===== src/rtl/hack_loader_pkg.sv =====
// Shared definitions for the HACK program loader: command bytes and FSM states.
package hack_loader_pkg;

  localparam logic [7:0] CMD_INS  = 8'h49;  // 'I'
  localparam logic [7:0] CMD_DATA = 8'h44;  // 'D'
  localparam logic [7:0] CMD_RUN  = 8'h52;  // 'R'
  localparam logic [7:0] CMD_HALT = 8'h48;  // 'H'
  localparam logic [7:0] CMD_CLR  = 8'h43;  // 'C'

  typedef enum logic [2:0] {
    S_IDLE,
    S_HDR,
    S_PAY_HI,
    S_PAY_LO,
    S_WRITE,
    S_CLEAR
  } state_t;

  function automatic logic is_load_cmd(input logic [7:0] b);
    return (b == CMD_INS) || (b == CMD_DATA);
  endfunction

endpackage


===== src/rtl/hack_loader.sv =====
// Framed byte-stream loader: writes 16-bit words into HACK instruction/data
// memory and drives the computer's memory-clear and run/halt controls.
module hack_loader
  import hack_loader_pkg::*;
#(
  parameter int CLR_CYCLES = 4
) (
  input  logic        clock,
  input  logic        reset_n,
  input  logic        rx_valid,
  input  logic [7:0]  rx_data,
  output logic        rx_ready,
  input  logic        ins_memfull,
  input  logic        data_memfull,
  output logic        write_ins,
  output logic [15:0] addr_ins,
  output logic [15:0] dati_ins,
  output logic        write_data,
  output logic [15:0] addr_data,
  output logic [15:0] dati_data,
  output logic        mem_clr_n,
  output logic        cpu_reset_n,
  output logic        busy,
  output logic        error
);

  localparam int             CW       = (CLR_CYCLES > 1) ? $clog2(CLR_CYCLES) : 1;
  localparam logic [CW-1:0]  CLR_LAST = CW'(CLR_CYCLES - 1);

  state_t        r_state, w_next;
  logic [1:0]    r_hdr_idx;
  logic          r_is_data;
  logic [15:0]   r_addr, r_cnt;
  logic [7:0]    r_hi;
  logic [CW-1:0] r_clr_cnt;
  logic          r_cpu_run, r_error;
  logic [15:0]   r_addr_ins, r_dati_ins, r_addr_data, r_dati_data;

  assign addr_ins    = r_addr_ins;
  assign dati_ins    = r_dati_ins;
  assign addr_data   = r_addr_data;
  assign dati_data   = r_dati_data;
  assign cpu_reset_n = r_cpu_run;
  assign error       = r_error;

  // NOTE: sequential state uses non-blocking (<=) so every register samples pre-edge values.
  always_ff @(posedge clock) begin
    if (!reset_n) r_state <= S_IDLE;
    else          r_state <= w_next;
  end

  // NOTE: every output and w_next gets a default first so no path infers a latch.
  always_comb begin
    w_next     = r_state;
    rx_ready   = 1'b0;
    write_ins  = 1'b0;
    write_data = 1'b0;
    mem_clr_n  = 1'b1;
    busy       = (r_state != S_IDLE);
    case (r_state)
      S_IDLE: begin
        rx_ready = 1'b1;
        if (rx_valid) begin
          if (is_load_cmd(rx_data))  w_next = S_HDR;
          else if (rx_data == CMD_CLR) w_next = S_CLEAR;
        end
      end
      S_HDR: begin
        rx_ready = 1'b1;
        if (rx_valid && r_hdr_idx == 2'd3)
          w_next = ({r_cnt[15:8], rx_data} == 16'd0) ? S_IDLE : S_PAY_HI;
      end
      S_PAY_HI: begin
        rx_ready = 1'b1;
        if (rx_valid) w_next = S_PAY_LO;
      end
      S_PAY_LO: begin
        rx_ready = 1'b1;
        if (rx_valid) w_next = S_WRITE;
      end
      S_WRITE: begin
        write_ins  = !r_is_data && !ins_memfull;
        write_data =  r_is_data && !data_memfull;
        w_next     = (r_cnt == 16'd1) ? S_IDLE : S_PAY_HI;
      end
      S_CLEAR: begin
        mem_clr_n = 1'b0;
        if (r_clr_cnt == '0) w_next = S_IDLE;
      end
      default: w_next = S_IDLE;
    endcase
    // Outputs sit at their reset values while reset_n is low, even before the edge.
    if (!reset_n) begin
      w_next     = S_IDLE;
      rx_ready   = 1'b0;
      write_ins  = 1'b0;
      write_data = 1'b0;
      mem_clr_n  = 1'b1;
      busy       = 1'b0;
    end
  end

  always_ff @(posedge clock) begin
    if (!reset_n) begin
      r_hdr_idx   <= '0;
      r_is_data   <= 1'b0;
      r_addr      <= '0;
      r_cnt       <= '0;
      r_hi        <= '0;
      r_clr_cnt   <= '0;
      r_cpu_run   <= 1'b0;
      r_error     <= 1'b0;
      r_addr_ins  <= '0;
      r_dati_ins  <= '0;
      r_addr_data <= '0;
      r_dati_data <= '0;
    end else begin
      case (r_state)
        S_IDLE: if (rx_valid) begin
          if (is_load_cmd(rx_data)) begin
            r_is_data <= (rx_data == CMD_DATA);
            r_hdr_idx <= '0;
            r_cpu_run <= 1'b0;
          end else if (rx_data == CMD_RUN) begin
            r_cpu_run <= 1'b1;
          end else if (rx_data == CMD_HALT) begin
            r_cpu_run <= 1'b0;
          end else if (rx_data == CMD_CLR) begin
            r_cpu_run <= 1'b0;
            r_clr_cnt <= CLR_LAST;
          end else begin
            r_error   <= 1'b1;
          end
        end
        S_HDR: if (rx_valid) begin
          case (r_hdr_idx)
            2'd0:    r_addr[15:8] <= rx_data;
            2'd1:    r_addr[7:0]  <= rx_data;
            2'd2:    r_cnt[15:8]  <= rx_data;
            default: r_cnt[7:0]   <= rx_data;
          endcase
          r_hdr_idx <= r_hdr_idx + 2'd1;
        end
        S_PAY_HI: if (rx_valid) r_hi <= rx_data;
        S_PAY_LO: if (rx_valid) begin
          // Bus is loaded here so it is already stable during the WRITE strobe.
          if (r_is_data) begin
            r_addr_data <= r_addr;
            r_dati_data <= {r_hi, rx_data};
          end else begin
            r_addr_ins  <= r_addr;
            r_dati_ins  <= {r_hi, rx_data};
          end
        end
        S_WRITE: begin
          r_addr <= r_addr + 16'd1;
          r_cnt  <= r_cnt - 16'd1;
          if (r_is_data ? data_memfull : ins_memfull) r_error <= 1'b1;
        end
        S_CLEAR: begin
          if (r_clr_cnt == '0) r_error   <= 1'b0;
          else                 r_clr_cnt <= r_clr_cnt - 1'b1;
        end
        default: ;
      endcase
    end
  end

endmodule


===== config.mk =====
export PLATFORM = sky130hd
export DESIGN_NAME = hack_loader
export DESIGN_NICKNAME = d
export VERILOG_FILES = /design/src/rtl/hack_loader_pkg.sv /design/src/rtl/hack_loader.sv
export SDC_FILE = /design/constraint.sdc
export NUM_CORES = 1
export LEC_CHECK = 0
export CORE_ASPECT_RATIO = 0.7
export CORE_MARGIN = 1.5
export CORE_UTILIZATION = 35
export CTS_BUF_LIST = sky130_fd_sc_hd__clkbuf_2 sky130_fd_sc_hd__clkbuf_4 sky130_fd_sc_hd__clkbuf_8
export CTS_CLUSTER_SIZE = 25
export DETAILED_ROUTE_END_ITERATION = 10
export GPL_TIMING_DRIVEN = 0
export PLACE_DENSITY = 0.58
export SKIP_LAST_GASP = 1
export SLEW_MARGIN = 20
export SYNTH_ARGS = -nofsm -noshare
export SYNTH_HDL_FRONTEND = slang
export SYNTH_SLANG_ARGS = --single-unit

===== constraint.sdc =====
create_clock -name clock -period 2.5 [get_ports clock]
set_input_delay 0.75 -clock clock [delete_from_list [all_inputs] [get_ports clock]]
set_output_delay 0.75 -clock clock [all_outputs]
set_load 0.05 [all_outputs]

# Word-level counts from Yosys, hierarchy flattened
# Cells that the tools add are included.
# classes
n_addsub	4
multipliers	0
div	0
n_lt_le_gt_ge	0
eq_ne	33
n_shift	0
n_mux	51
n_bitwise	1
reduce_logical	32
# op_table
cell	n
16-bit one-hot mux with 2 select lines	2
8-bit by 7-bit equality test with 1-bit output, second input constant	5
16-bit two-way mux	2
8-bit two-way mux	4
2-bit inequality test, second input constant	16
3-bit AND reduction	8
2-bit two-way mux	11
1-bit two-way mux	21
3-bit two-way mux	7
3-bit one-hot mux with 6 select lines	1
16-bit by 1-bit adder with 16-bit output, second input constant	1
16-bit by 1-bit equality test with 1-bit output, second input constant	1
16-bit zero test	1
16-bit by 1-bit subtractor with 16-bit output, second input constant	1
2-bit one-hot mux with 2 select lines	2
8-bit AND reduction	1
7-bit AND reduction	1
3-bit by 2-bit equality test with 1-bit output, second input constant	2
3-bit equality test, second input constant	2
6-bit AND reduction	1
2-bit nonzero test	3
3-bit nonzero test	2
2-bit equality test, second input constant	2
2-bit zero test	2
other kinds (17)	22
# totals
reg_bits	114
latchBits	0
ramBits	0
rom_bits	0
output_inout_bits	71
word_cells	136
memories	0

# Logic depth before layout (Yosys ltp)
# depth
word_depth	7
depth_mapped	7

# Least setup slack after synthesis
# OpenSTA, ideal clock, no wires.
# synth_path
kind	flip-flop to output port
startpoint	reg r_state[2]
endpoint	out write_data
arrival_ns	2.687
t_required_ns	1.750
setup_slack_ns	-0.937
stages_incl_launch_ff	7
n_path_buf	3
cell_sequence	dfxtp_1 -> buf_2 -> nor3b_1 -> clkbuf_1 -> clkbuf_1 -> nand2_1 -> nor3b_1
# synth_between
elab_chain_len	3
# synth_lines
element	line_no	source
start, declared	hack_loader.sv:30	state_t r_state, w_next;
start signal, assigned	hack_loader.sv:49	else r_state <= w_next;
3-bit equality test	hack_loader.sv:60	case (r_state)
1-bit two-way mux	hack_loader.sv:60	
1-bit two-way mux	hack_loader.sv:93	if (!reset_n) begin
end, declared	hack_loader.sv:18	output logic write_data,
# No other way between the ends.

# Worst setup path in the final report
# layout_path
startpoint	in reset_n
endpoint	out write_data
# layout_between
elab_chain_len	1
# layout_lines
element	line_no	source
start, declared	hack_loader.sv:9	input logic reset_n,
1-bit two-way mux	hack_loader.sv:93	
# No other way between the ends.

==> results_dict.tcl <==
set metrics [dict create \
    status "finished, final reports clean" \
    ant_nets 0 \
    grt_setup_unrepaired "true" \
    power_uw 4300 \
    yosys_most_used_dff "dfxtp_1" \
    fp.dieH_um 107 \
    maxCapViolations 0 \
    leakage_uw 0.00243 \
    coreArea_um2 15000 \
    hold_violations 0 \
    peakVddDrop_mv 0.351 \
    post-route-cell-area_um2 7120 \
    synth_edf_count 0 \
    fin_skew_ns 0.0126 \
    yosysUniqueCellTypes 72 \
    period_share 0.996 \
    ys_warn_count 0 \
    synthSimpleGateAreaFrac 0.266 \
    relSlewSlack 0.404 \
    syn_to_final_growth_pct 30.8 \
    setup_viol 0 \
    synth_top_area_cell "dfxtp_1" \
    drive_above_1_share 0.110 \
    endpoint_kind "output pin" \
    dr.first_iter.drc_count 477 \
    synth_xor_area_frac 0.00161 \
    arrival_ns 1.74 \
    synthCells 679 \
    n_antenna_cell 0 \
    clkSinkCount 114 \
    clock_path_buffers 2 \
    crit_path_start "reset_n" \
    root_buffer "clkbuf_8" \
    fmax_mhz 402 \
    cts_buffers 17 \
    p_per_area_nw_per_um2 604 \
    io_pins 84 \
    drc 0 \
    worstSetupStartpointType "primary input" \
    fin_crit_ns 2.49 \
    drv_slew 0 \
    avgSynthCellArea_um2 8.01 \
    grt_max_degree 17 \
    path_max_fanout 10 \
    final.setup.tns_ns 0 \
    synth_mux_area_frac 0.0223 \
    clk_latency_ns 0.44 \
    vias_per_cell 5.61 \
    ys_seq_elements 114 \
    synth_top_area_frac 0.419 \
    io_buffers 79 \
    grt.total_usage 0.221 \
    grt_pass1_wl_um 28300 \
    drt-wirelength-per-cell_um 17.8 \
    hp-class "flip-flop to flip-flop" \
    dieWidth_um 152 \
    synth_compound_area_frac 0.205 \
    overflow 0 \
    rows 37 \
    grt_pass1_vias 5292 \
    synth_top_family_by_area "simple AND/OR/NAND/NOR gates" \
    hold_path_startpoint "addr_data[5]$_SDFFE_PN0P_" \
    placed_cell_area_um2 6530 \
    hold_ws_ns 0.455 \
    clk_pin_slew_worst_paths_ns 0.07 \
    gp_congestion 0.857 \
    syn-cell-area_um2 5440 \
    ys_top_cells_by_area "dfxtp_1 (42%), nand2_1 (11%), a21oi_1 (8.5%), clkbuf_1 (2.9%), nand3_1 (2.1%)" \
    dp_slack_ns -1.02 \
    synth_fa_ha_area_frac 0.0207 \
    drtPass1Iterations 5 \
    h-tree-depth 4 \
    yosysSeqAreaShare 0.419 \
    cts_tree "yes" \
    wirelength_um 17600 \
    antenna_found_initial 0 \
    synth_async_sr_flop_share 0 \
    initial_utilization 0.364 \
    fin_ws_ns 0.0103 \
    worst-setup-path-type "primary input to output pin" \
    die_area_um2 16300 \
    fin_nets 804 \
    syn_nets 701 \
    crit_required_ns 1.75 \
    worst_pin_slew_ns 0.894 \
    rr_startpoint "r_cnt[9]$_SDFFE_PN0P_" \
    via_count 5546 \
    place_hpwl_um 12600 \
]
==> metrics by stage <==
stage	std cells	util
global route	989	0.476
detailed placement	953	0.437
finish	989	0.476
floorplan	679	-
CTS	988	0.475
global placement	953	0.437
==> per-layer routing <==
layer / GRT usage / vias to the layer above / routed length, µm
met5: 0 / - / 0
met1: 0.317 / 2650 / 8700
li1: - / 2631 / -
met2: 0.329 / 236 / 7300
met4: 0.0652 / 0 / 252
met3: 0.0499 / 29 / 1370
==> registers in the layout (all words and copies together), names as in the netlist <==
signal / cells
dati_ins: 16
r_addr: 16
r_cnt: 16
dati_data: 16
addr_ins: 16
r_state: 3
r_clr_cnt: 2
r_hi: 8
r_hdr_idx: 2
addr_data: 16
r_is_data: 1
error: 1
cpu_reset_n: 1
==> critical path: stages <==
cell and delay, ns:
buf_6 0.14, clkbuf_2 0.35, nand2_8 0.09, nor3b_4 0.21
buf_6 0.18
==> repair_timing <==
action / in CTS / in global routing
endpoints found under the setup margin: 45 / 37
setup buffers: 5 / 3
pin swaps: 2 / 3
resized for setup: 49 / 18
hold buffers: 0 / 0
==> area by class of cell <==
cell class                      instances  area [µm²]
Clock buffer                           17         234
Timing Repair Buffer                   87         858
Sequential cell                       114        2290
Inverter                               13        51.3
Buffer                                 54         327
Clock inverter                         14         205
Multi-Input combinational cell        495        2910
Tap cell                              195         244
Fill cell                            1488        7840
==> placed cells by master (no fill, tap or decap), types with 4 or more instances in the layout <==
cell             instances
o21ai_1                  5
o211ai_1                 4
nor2_1                  27
or3b_1                   4
o31a_1                   4
nand2b_1                 6
o311ai_1                 4
clkbuf_8                19
clkbuf_1                34
nand4_1                 10
buf_6                   10
a21oi_1                 91
o221ai_1                 5
ha_1                     9
o221a_1                  4
and3_1                   7
buf_4                    8
bufinv_16                4
clkbuf_4                 4
and2_1                   7
clkinv_4                 5
a31oi_1                  7
dfxtp_1                111
nand2_1                155
or3_1                    6
nor4_1                  10
nand3_1                 23
or4_1                    7
nor2b_1                  4
mux2i_1                 11
inv_1                   11
o21ai_0                  6
a2bb2oi_1                6
a211oi_1                 6
clkdlybuf4s50_1         69
==> kinds of logic (layout without fill, tap and decap cells) <==
kind of cell,after synthesis,in the layout
AND/OR/NAND/NOR,300,300
AO/OA/AOI/OAI,173,173
flip-flops,114,114
buffers and inverters,70,185
multiplexers,12,12
adder cells (fa/ha/maj),9,9
XOR/XNOR,1,1
==> cells in the mapped netlist, drive strengths merged (3+ instances only) <==
cell,instances
nand2,157
dfxtp,114
a21oi,92
clkbuf,44
nor2,29
nand3,23
buf,13
inv,13
mux2i,11
o21ai,11
nand4,10
nor4,10
or4,10
ha,9
a31oi,7
and2,7
and3,7
a211oi,6
a2bb2oi,6
nand2b,6
nor3b,6
or3,6
o221ai,5
or2,5
or3b,5
nor2b,4
nor3,4
o211ai,4
o221a,4
o311ai,4
o31a,4
a2111o,3
a22oi,3
a311oi,3
o31ai,3
==> power breakdown <==
group / switching [µW] / internal [µW]
Sequential: 41.6 / 1850
Clock: 841 / 1100
Combinational: 298 / 175
Total: 1180 / 3120
==> path summary, 6_finish.rpt <==
path,slack (ns),to,cells past startpoint
worst max-delay path,0.01,write_data,5
worst min-delay path,0.46,addr_data[5]$_SDFFE_PN0P_,2
worst max register to register,0.25,r_state[1]$_SDFFE_PN0P_,5
worst min register to register,0.46,addr_data[5]$_SDFFE_PN0P_,2
No activity file was read; power rests on OpenSTA's default activity.
